--- src/rtl/turn_arbiter_if.sv ---
// Board/AI/game_fsm handshake bundle for turn_arbiter.
// master = environment side, slave = arbiter side.
interface turn_arbiter_if;
  logic       new_game;
  logic [3:0] p_tick;
  logic       p_confirm;
  logic [3:0] ai_tick;
  logic       ai_done;
  logic [1:0] winner;
  logic       ai_start;
  logic       mv_valid;
  logic [3:0] mv_pos;
  logic [1:0] mv_who;
  logic       player_turn;
  logic [3:0] move_cnt;
  logic       game_over;
  logic       err_illegal;
  logic       p_timeout;
  logic       ai_fault;

  modport master (
    output new_game, p_tick, p_confirm, ai_tick, ai_done, winner,
    input  ai_start, mv_valid, mv_pos, mv_who, player_turn, move_cnt,
           game_over, err_illegal, p_timeout, ai_fault
  );

  modport slave (
    input  new_game, p_tick, p_confirm, ai_tick, ai_done, winner,
    output ai_start, mv_valid, mv_pos, mv_who, player_turn, move_cnt,
           game_over, err_illegal, p_timeout, ai_fault
  );
endinterface

--- src/rtl/turn_arbiter.sv ---
// Turn sequencer between player input, ai_agent and game_fsm: legality via a
// shadow occupancy mask, player timeout / AI watchdog with lowest-free fallback.
module turn_arbiter #(
  parameter int PLAYER_FIRST = 1,
  parameter int P_TIMEOUT    = 1000,
  parameter int AI_TIMEOUT   = 200,
  parameter int SETTLE       = 2
) (
  input logic          clk,
  input logic          rst,
  turn_arbiter_if.slave bus
);
  typedef enum logic [2:0] {P_WAIT, AI_REQ, AI_WAIT, ISSUE, SETTLING, DONE} state_t;
  typedef struct packed {
    logic [3:0] pos;
    logic [1:0] who;
  } move_t;

  localparam logic [1:0]    WHO_P = 2'b01;
  localparam logic [1:0]    WHO_A = 2'b10;
  localparam int            SW    = $clog2(SETTLE + 1);
  localparam logic [SW-1:0] S_LIM = SW'(SETTLE - 1);
  localparam logic [15:0]   P_LIM = 16'(P_TIMEOUT - 1);
  localparam logic [15:0]   A_LIM = 16'(AI_TIMEOUT - 1);
  localparam state_t        START = (PLAYER_FIRST != 0) ? P_WAIT : AI_REQ;

  state_t        st, nxt;
  logic [15:0]   timer_q, timer_d;
  logic [SW-1:0] set_q, set_d;
  logic [8:0]    mask_q, mask_d;
  logic [3:0]    cnt_q, cnt_d;
  move_t         pend_q, pend_d, mv_q, mv_d;
  logic ai_start_q, ai_start_d, mv_valid_q, mv_valid_d, pt_q, pt_d, go_q, go_d;
  logic err_q, err_d, pto_q, pto_d, fault_q, fault_d;

  // Indices 9..15 read as occupied so one lookup covers both legality rules.
  logic [15:0] occ;
  logic        p_legal, ai_legal;
  logic [3:0]  free;

  assign occ      = {7'h7f, mask_q};
  assign p_legal  = !occ[bus.p_tick];
  assign ai_legal = !occ[bus.ai_tick];

  always_comb begin
    free = 4'd0;
    for (int i = 8; i >= 0; i--)
      if (!mask_q[i]) free = 4'(i);
  end

  always_comb begin
    nxt = st;  timer_d = 16'd0;  set_d = set_q;  mask_d = mask_q;  cnt_d = cnt_q;
    pend_d = pend_q;  mv_d = mv_q;
    mv_valid_d = 1'b0;  err_d = 1'b0;  pto_d = 1'b0;  fault_d = 1'b0;
    case (st)
      P_WAIT: begin
        timer_d = timer_q + 16'd1;
        if (bus.p_confirm && p_legal) begin
          nxt = ISSUE;  pend_d.pos = bus.p_tick;  pend_d.who = WHO_P;
        end else begin
          err_d = bus.p_confirm;
          if (P_TIMEOUT != 0 && timer_q == P_LIM) begin
            nxt = ISSUE;  pend_d.pos = free;  pend_d.who = WHO_P;  pto_d = 1'b1;
          end
        end
      end
      // Holds an extra cycle when entered straight from reset so ai_start still pulses.
      AI_REQ: if (ai_start_q) nxt = AI_WAIT;
      AI_WAIT: begin
        timer_d = timer_q + 16'd1;
        if (bus.ai_done || timer_q == A_LIM) begin
          nxt = ISSUE;  pend_d.who = WHO_A;
          if (bus.ai_done && ai_legal) pend_d.pos = bus.ai_tick;
          else begin pend_d.pos = free;  fault_d = 1'b1; end
        end
      end
      ISSUE: begin
        mv_valid_d = 1'b1;  mv_d = pend_q;
        mask_d = mask_q | (9'd1 << pend_q.pos);
        cnt_d  = cnt_q + 4'd1;
        set_d  = '0;  nxt = SETTLING;
      end
      SETTLING: begin
        if (set_q == S_LIM) begin
          if (bus.winner != 2'b00 || cnt_q == 4'd9) nxt = DONE;
          else if (mv_q.who == WHO_P)              nxt = AI_REQ;
          else                                     nxt = P_WAIT;
        end else set_d = set_q + SW'(1);
      end
      DONE:    nxt = DONE;
      default: nxt = START;
    endcase
    ai_start_d = (nxt == AI_REQ) && !ai_start_q;
    pt_d       = (nxt == P_WAIT);
    go_d       = (nxt == DONE);
  end

  always_ff @(posedge clk) begin
    if (rst || bus.new_game) st <= START;
    else                     st <= nxt;
  end

  always_ff @(posedge clk) begin
    if (rst || bus.new_game) begin
      timer_q <= '0;  set_q <= '0;  mask_q <= '0;  cnt_q <= '0;
      pend_q <= '0;  mv_q <= '0;
      ai_start_q <= 1'b0;  mv_valid_q <= 1'b0;  pt_q <= 1'(PLAYER_FIRST != 0);
      go_q <= 1'b0;  err_q <= 1'b0;  pto_q <= 1'b0;  fault_q <= 1'b0;
    end else begin
      timer_q <= timer_d;  set_q <= set_d;  mask_q <= mask_d;  cnt_q <= cnt_d;
      pend_q <= pend_d;  mv_q <= mv_d;
      ai_start_q <= ai_start_d;  mv_valid_q <= mv_valid_d;  pt_q <= pt_d;
      go_q <= go_d;  err_q <= err_d;  pto_q <= pto_d;  fault_q <= fault_d;
    end
  end

  assign bus.ai_start    = ai_start_q;
  assign bus.mv_valid    = mv_valid_q;
  assign bus.mv_pos      = mv_q.pos;
  assign bus.mv_who      = mv_q.who;
  assign bus.player_turn = pt_q;
  assign bus.move_cnt    = cnt_q;
  assign bus.game_over   = go_q;
  assign bus.err_illegal = err_q;
  assign bus.p_timeout   = pto_q;
  assign bus.ai_fault    = fault_q;
endmodule

--- src/flat_wrapper.sv ---
// flat-port wrapper written by rule: the top's interface ports become plain ports
module turn_arbiter_flat 
#(
  parameter int PLAYER_FIRST = 1,
  parameter int P_TIMEOUT    = 1000,
  parameter int AI_TIMEOUT   = 200,
  parameter int SETTLE       = 2
)
  (clk, rst, bus_new_game, bus_p_tick, bus_p_confirm, bus_ai_tick, bus_ai_done, bus_winner, bus_ai_start, bus_mv_valid, bus_mv_pos, bus_mv_who, bus_player_turn, bus_move_cnt, bus_game_over, bus_err_illegal, bus_p_timeout, bus_ai_fault);
  turn_arbiter_if bus_i ();
  input logic clk;
  input logic rst;
  input wire logic [$bits(bus_i.new_game)-1:0] bus_new_game;
  input wire logic [$bits(bus_i.p_tick)-1:0] bus_p_tick;
  input wire logic [$bits(bus_i.p_confirm)-1:0] bus_p_confirm;
  input wire logic [$bits(bus_i.ai_tick)-1:0] bus_ai_tick;
  input wire logic [$bits(bus_i.ai_done)-1:0] bus_ai_done;
  input wire logic [$bits(bus_i.winner)-1:0] bus_winner;
  output wire logic [$bits(bus_i.ai_start)-1:0] bus_ai_start;
  output wire logic [$bits(bus_i.mv_valid)-1:0] bus_mv_valid;
  output wire logic [$bits(bus_i.mv_pos)-1:0] bus_mv_pos;
  output wire logic [$bits(bus_i.mv_who)-1:0] bus_mv_who;
  output wire logic [$bits(bus_i.player_turn)-1:0] bus_player_turn;
  output wire logic [$bits(bus_i.move_cnt)-1:0] bus_move_cnt;
  output wire logic [$bits(bus_i.game_over)-1:0] bus_game_over;
  output wire logic [$bits(bus_i.err_illegal)-1:0] bus_err_illegal;
  output wire logic [$bits(bus_i.p_timeout)-1:0] bus_p_timeout;
  output wire logic [$bits(bus_i.ai_fault)-1:0] bus_ai_fault;
  assign bus_i.new_game = bus_new_game;
  assign bus_i.p_tick = bus_p_tick;
  assign bus_i.p_confirm = bus_p_confirm;
  assign bus_i.ai_tick = bus_ai_tick;
  assign bus_i.ai_done = bus_ai_done;
  assign bus_i.winner = bus_winner;
  assign bus_ai_start = bus_i.ai_start;
  assign bus_mv_valid = bus_i.mv_valid;
  assign bus_mv_pos = bus_i.mv_pos;
  assign bus_mv_who = bus_i.mv_who;
  assign bus_player_turn = bus_i.player_turn;
  assign bus_move_cnt = bus_i.move_cnt;
  assign bus_game_over = bus_i.game_over;
  assign bus_err_illegal = bus_i.err_illegal;
  assign bus_p_timeout = bus_i.p_timeout;
  assign bus_ai_fault = bus_i.ai_fault;
  turn_arbiter #(.PLAYER_FIRST(PLAYER_FIRST), .P_TIMEOUT(P_TIMEOUT), .AI_TIMEOUT(AI_TIMEOUT), .SETTLE(SETTLE)) u_core (.clk(clk), .rst(rst), .bus(bus_i));
endmodule
--- config.mk ---
export PLATFORM = sky130hd
export DESIGN_NAME = turn_arbiter_flat
export DESIGN_NICKNAME = d
export VERILOG_FILES = /design/src/rtl/turn_arbiter_if.sv /design/src/rtl/turn_arbiter.sv /design/src/flat_wrapper.sv
export SDC_FILE = /design/constraint.sdc
export NUM_CORES = 1
export LEC_CHECK = 0
export ABC_AREA = 1
export CAP_MARGIN = 20
export CELL_PAD_IN_SITES_DETAIL_PLACEMENT = 0
export CELL_PAD_IN_SITES_GLOBAL_PLACEMENT = 1
export CORE_AREA = 2 2 89 91
export CTS_CLUSTER_SIZE = 40
export DETAILED_ROUTE_END_ITERATION = 10
export DIE_AREA = 0 0 91 93
export PLACE_DENSITY = 0.78
export SLEW_MARGIN = 20
export SYNTH_ARGS = -nofsm -noshare
export SYNTH_HDL_FRONTEND = slang
export SYNTH_SLANG_ARGS = --single-unit
--- constraint.sdc ---
create_clock -name clk -period 1.35 [get_ports clk]
set_input_delay 0.405 -clock clk [delete_from_list [all_inputs] [get_ports clk]]
set_output_delay 0.405 -clock clk [all_outputs]
set_load 0.02 [all_outputs]
==> metrics.txt <==
final WL 7870 µm; DRT antenna net count 0; DR vias slightly below 3k; setup violators final 23; PwrDens just under 700 nW/µm²; kind of cell adding the most delay to the critical path simple AND/OR/NAND/NOR gates; Critical Path Stages 12; vias in the first global route 2792; Post-Syn Nets 399; row count 32; TritonRoute pass-1 iters 4; area occupied by multi-input gates between 1500 and 2000 µm²; Final Hold Viols 0; TritonCTS clock tree built; global-route wire length before repair about 12000 µm; largest net degree at the start of global routing 26; RSZ-0062 raised after global routing yes; drt via density between 4 and 5; Clock Latency Late Sink roughly 0.32 ns; R2R Setup Slk -0.21 ns; fin cells 622; Top FF cell, synth dfxtp_1; Arr. time, crit path ~1.8 ns; post-synth top area share 40.1%; Seq cells post-synth 53; drt drc 0; initial antenna violation count 0; DRC marker count from the first detailed-route iteration about 110; Mapped Area 2650 µm²; Pwr Total ~3 mW; Initial Util 35.2%; Post-synth ARST share 0%; Slew HR 76.8%; reg2reg path depth 12; Post-synth EDFFs 0; Port Buffers 31; gr ovfl total 0; most used cell, CP nand3_2; CP max stage delay 0.37 ns; worst slack at placement -0.714 ns; die height roughly 93 µm; Leak ~1.9 nW; layout cell share with drive strength beyond 1 50.4%; Worst Clk Skew approximately 0.011 ns; Crit path buffers/inverters 2; Num CTS Buffers 5; crit-path max FO 4; detailed placer's ending HPWL around 5300 µm; Clock Pin Slew Worst Setup and Hold Paths ~0.11 ns; post-synth cell types 37; Post-Syn Area per Cell about 7 µm²; WS Path Type reg -> reg; fin. max-slew vios 0; status finished with violations; pin slew with the least headroom to its limit ~0.35 ns; fmax 643 MHz; slowest CP cell dfxtp_2; total die area between 8000 and 9000 µm²; area leader, netlist dfxtp_1; Hold WC Path Type reg -> reg; maximum clock path buffer count 2; worst r2r src u_core.timer_q[1]; CP required approximately 1.6 ns; Worst setup EP type flop; RR Endpoint u_core.pend_q[4]; WL per Instance between 10 and 15 µm; worst setup path start u_core.timer_q[1]; synth warn 0; Placed Cells around 590; Clock Sinks 53; crit start category flop; Seq/Total Area, Yosys between 40% and 50%; overall routing resource usage roughly 18%; failing checks negative setup slack; GPL Wtd Cong 0.895; Worst Setup EP u_core.pend_q[4]; Die Wd around 91 µm; fin crit share 115%; H-tree depth 2; clk root buf clkbuf_8; nets roughly 540; Area Overhead vs Synth 66.0%; FILL cells 719; Peak VDD IR approximately 0.47 mV; largest cells by area after synthesis dfxtp_1 (40%), nand2_1 (9.5%), nand3_1 (8.7%); post-layout min period 1.56 ns; storage element area around 1100 µm²; Ant. Diodes 0; Mapped Cells between 300 and 400; critical path, cell by cell ha_4 -> nand2_4 -> inv_2 -> nand3_2 -> nor2_4 -> nand2_2 -> nand3_2 -> nand2_2 -> a21oi_4 -> nand3_2 -> nand2_1 -> inv_1; total negative slack -2.70 ns; setup ws final -0.205 ns; Max-cap violations 0; Std-Cell Core Area approximately 7500 µm²; boundary pin count 32
[state kept, by name, summed over array words and instances (netlist names), 2 cells and up]
name                 flops
u_core.set_q             2
u_core.timer_q          16
u_core.pend_q            6
u_core.bus.move_cnt      4
u_core.bus.mv_pos        4
u_core.bus.mv_who        2
u_core.st                3
u_core.mask_q            9
[layout make-up]
class                   instances  share of cell area, %
inverters                      58                   5.36
well taps                     102                   2.91
clock buffers                   5                   1.57
flip-flops and latches         53                   24.8
repair buffers                135                   24.4
repair inverters                1                  0.171
clock inverters                 3                  0.570
multi-input cells             265                   40.2
[what timing repair did]
item | in CTS | in global routing
hold buffers | 0 | 0
setup endpoints to repair | 52 | 56
setup buffers | 10 | 17
cloned | 2 | 1
pin swaps | 21 | 34
resized for setup | 114 | 105
[power breakdown]
part | switching (mW) | internal (mW) | total [mW]
clock | 0.593 | 0.381 | 0.974
combinational | 0.264 | 0.207 | 0.471
sequential | 0.0202 | 1.58 | 1.60
total | 0.877 | 2.17 | 3.04
[cells in the mapped netlist, types with 2 or more instances]
library cell,instances
nand2_1,67
dfxtp_1,53
inv_1,53
nor2_1,48
nand3_1,46
a21oi_1,32
o21ai_0,15
nor3_1,9
nand4_1,8
ha_1,4
inv_2,4
clkbuf_1,3
nor3_2,3
a211oi_1,2
a21oi_2,2
a31oi_1,2
buf_2,2
nand2_2,2
nand2_4,2
nor3_4,2
nor3b_1,2
o21a_1,2
or2_2,2
xnor2_1,2
[worst min path at each step]
stage                   endpoint               from  slack (ns)  depth (start not counted)
3_3_place_gp    u_core.pend_q[1]   u_core.pend_q[1]        0.46                          2
2_1_floorplan  u_core.timer_q[0]  u_core.timer_q[0]        0.42                          1
5_1_grt         u_core.pend_q[1]   u_core.pend_q[1]        0.52                          2
3_5_place_dp    u_core.pend_q[1]   u_core.pend_q[1]        0.45                          2
4_1_cts         u_core.pend_q[1]   u_core.pend_q[1]        0.48                          2
6_report        u_core.pend_q[1]   u_core.pend_q[1]        0.49                          2
[cells by family after synthesis]
group	synth area share, %
compound gates	12.6
xor+xnor	0.993
fa+ha+maj	1.89
buf+inv	9.03
flops	40.1
simple gates	35.4
[cells in the final DEF, fill, tap and decap left out, types with 4 or more instances in the layout]
cell type	netlist	final
nand3_1	46	29
nand2_4	2	6
nor2_2	1	8
nand3_4	0	4
dfxtp_1	53	36
nand2_2	2	9
clkdlybuf4s50_1	0	6
nand3_2	1	14
dlygate4sd2_1	0	6
nor2_1	48	32
clkbuf_8	0	5
a21oi_1	32	22
o21ai_2	0	4
o21ai_0	15	8
inv_4	0	4
inv_2	4	21
nor3_1	9	8
dfxtp_2	0	14
buf_4	0	91
buf_6	0	12
nand2_1	67	55
buf_2	2	12
a21oi_2	2	10
nand4_1	8	8
inv_1	53	31
nor2_4	1	11
[routing by layer]
layer,global-route usage [%],vias to the layer above,wire [µm]
met1,22.0,1358,3590
li1,-,1525,-
met3,2.90,6,194
met4,6.06,0,74
met2,31.5,33,4020
met5,0,-,0
[worst reg2reg max path, cell delays in order (launching register included)]
cell and delay (ns):
dfxtp_2 0.37, ha_4 0.15, nand2_4 0.06, inv_2 0.06, nand3_2 0.07, nor2_4 0.12
nand2_2 0.09, nand3_2 0.08, nand2_2 0.08, a21oi_4 0.18, nand3_2 0.08, nand2_1 0.07
inv_1 0.04
[per-stage QoR]
stage / util (%) / hold slack (ns) / cell area [µm²]
2_1_floorplan: - / 0.420 / 2710
3_3_place_gp: 49.7 / 0.458 / 3740
3_5_place_dp: 49.7 / 0.453 / 3740
4_1_cts: 53.8 / 0.475 / 4050
5_1_grt: 58.3 / 0.521 / 4390
6_report: 58.3 / 0.487 / 4390
Note: power is estimated with default switching activity, not from simulation.
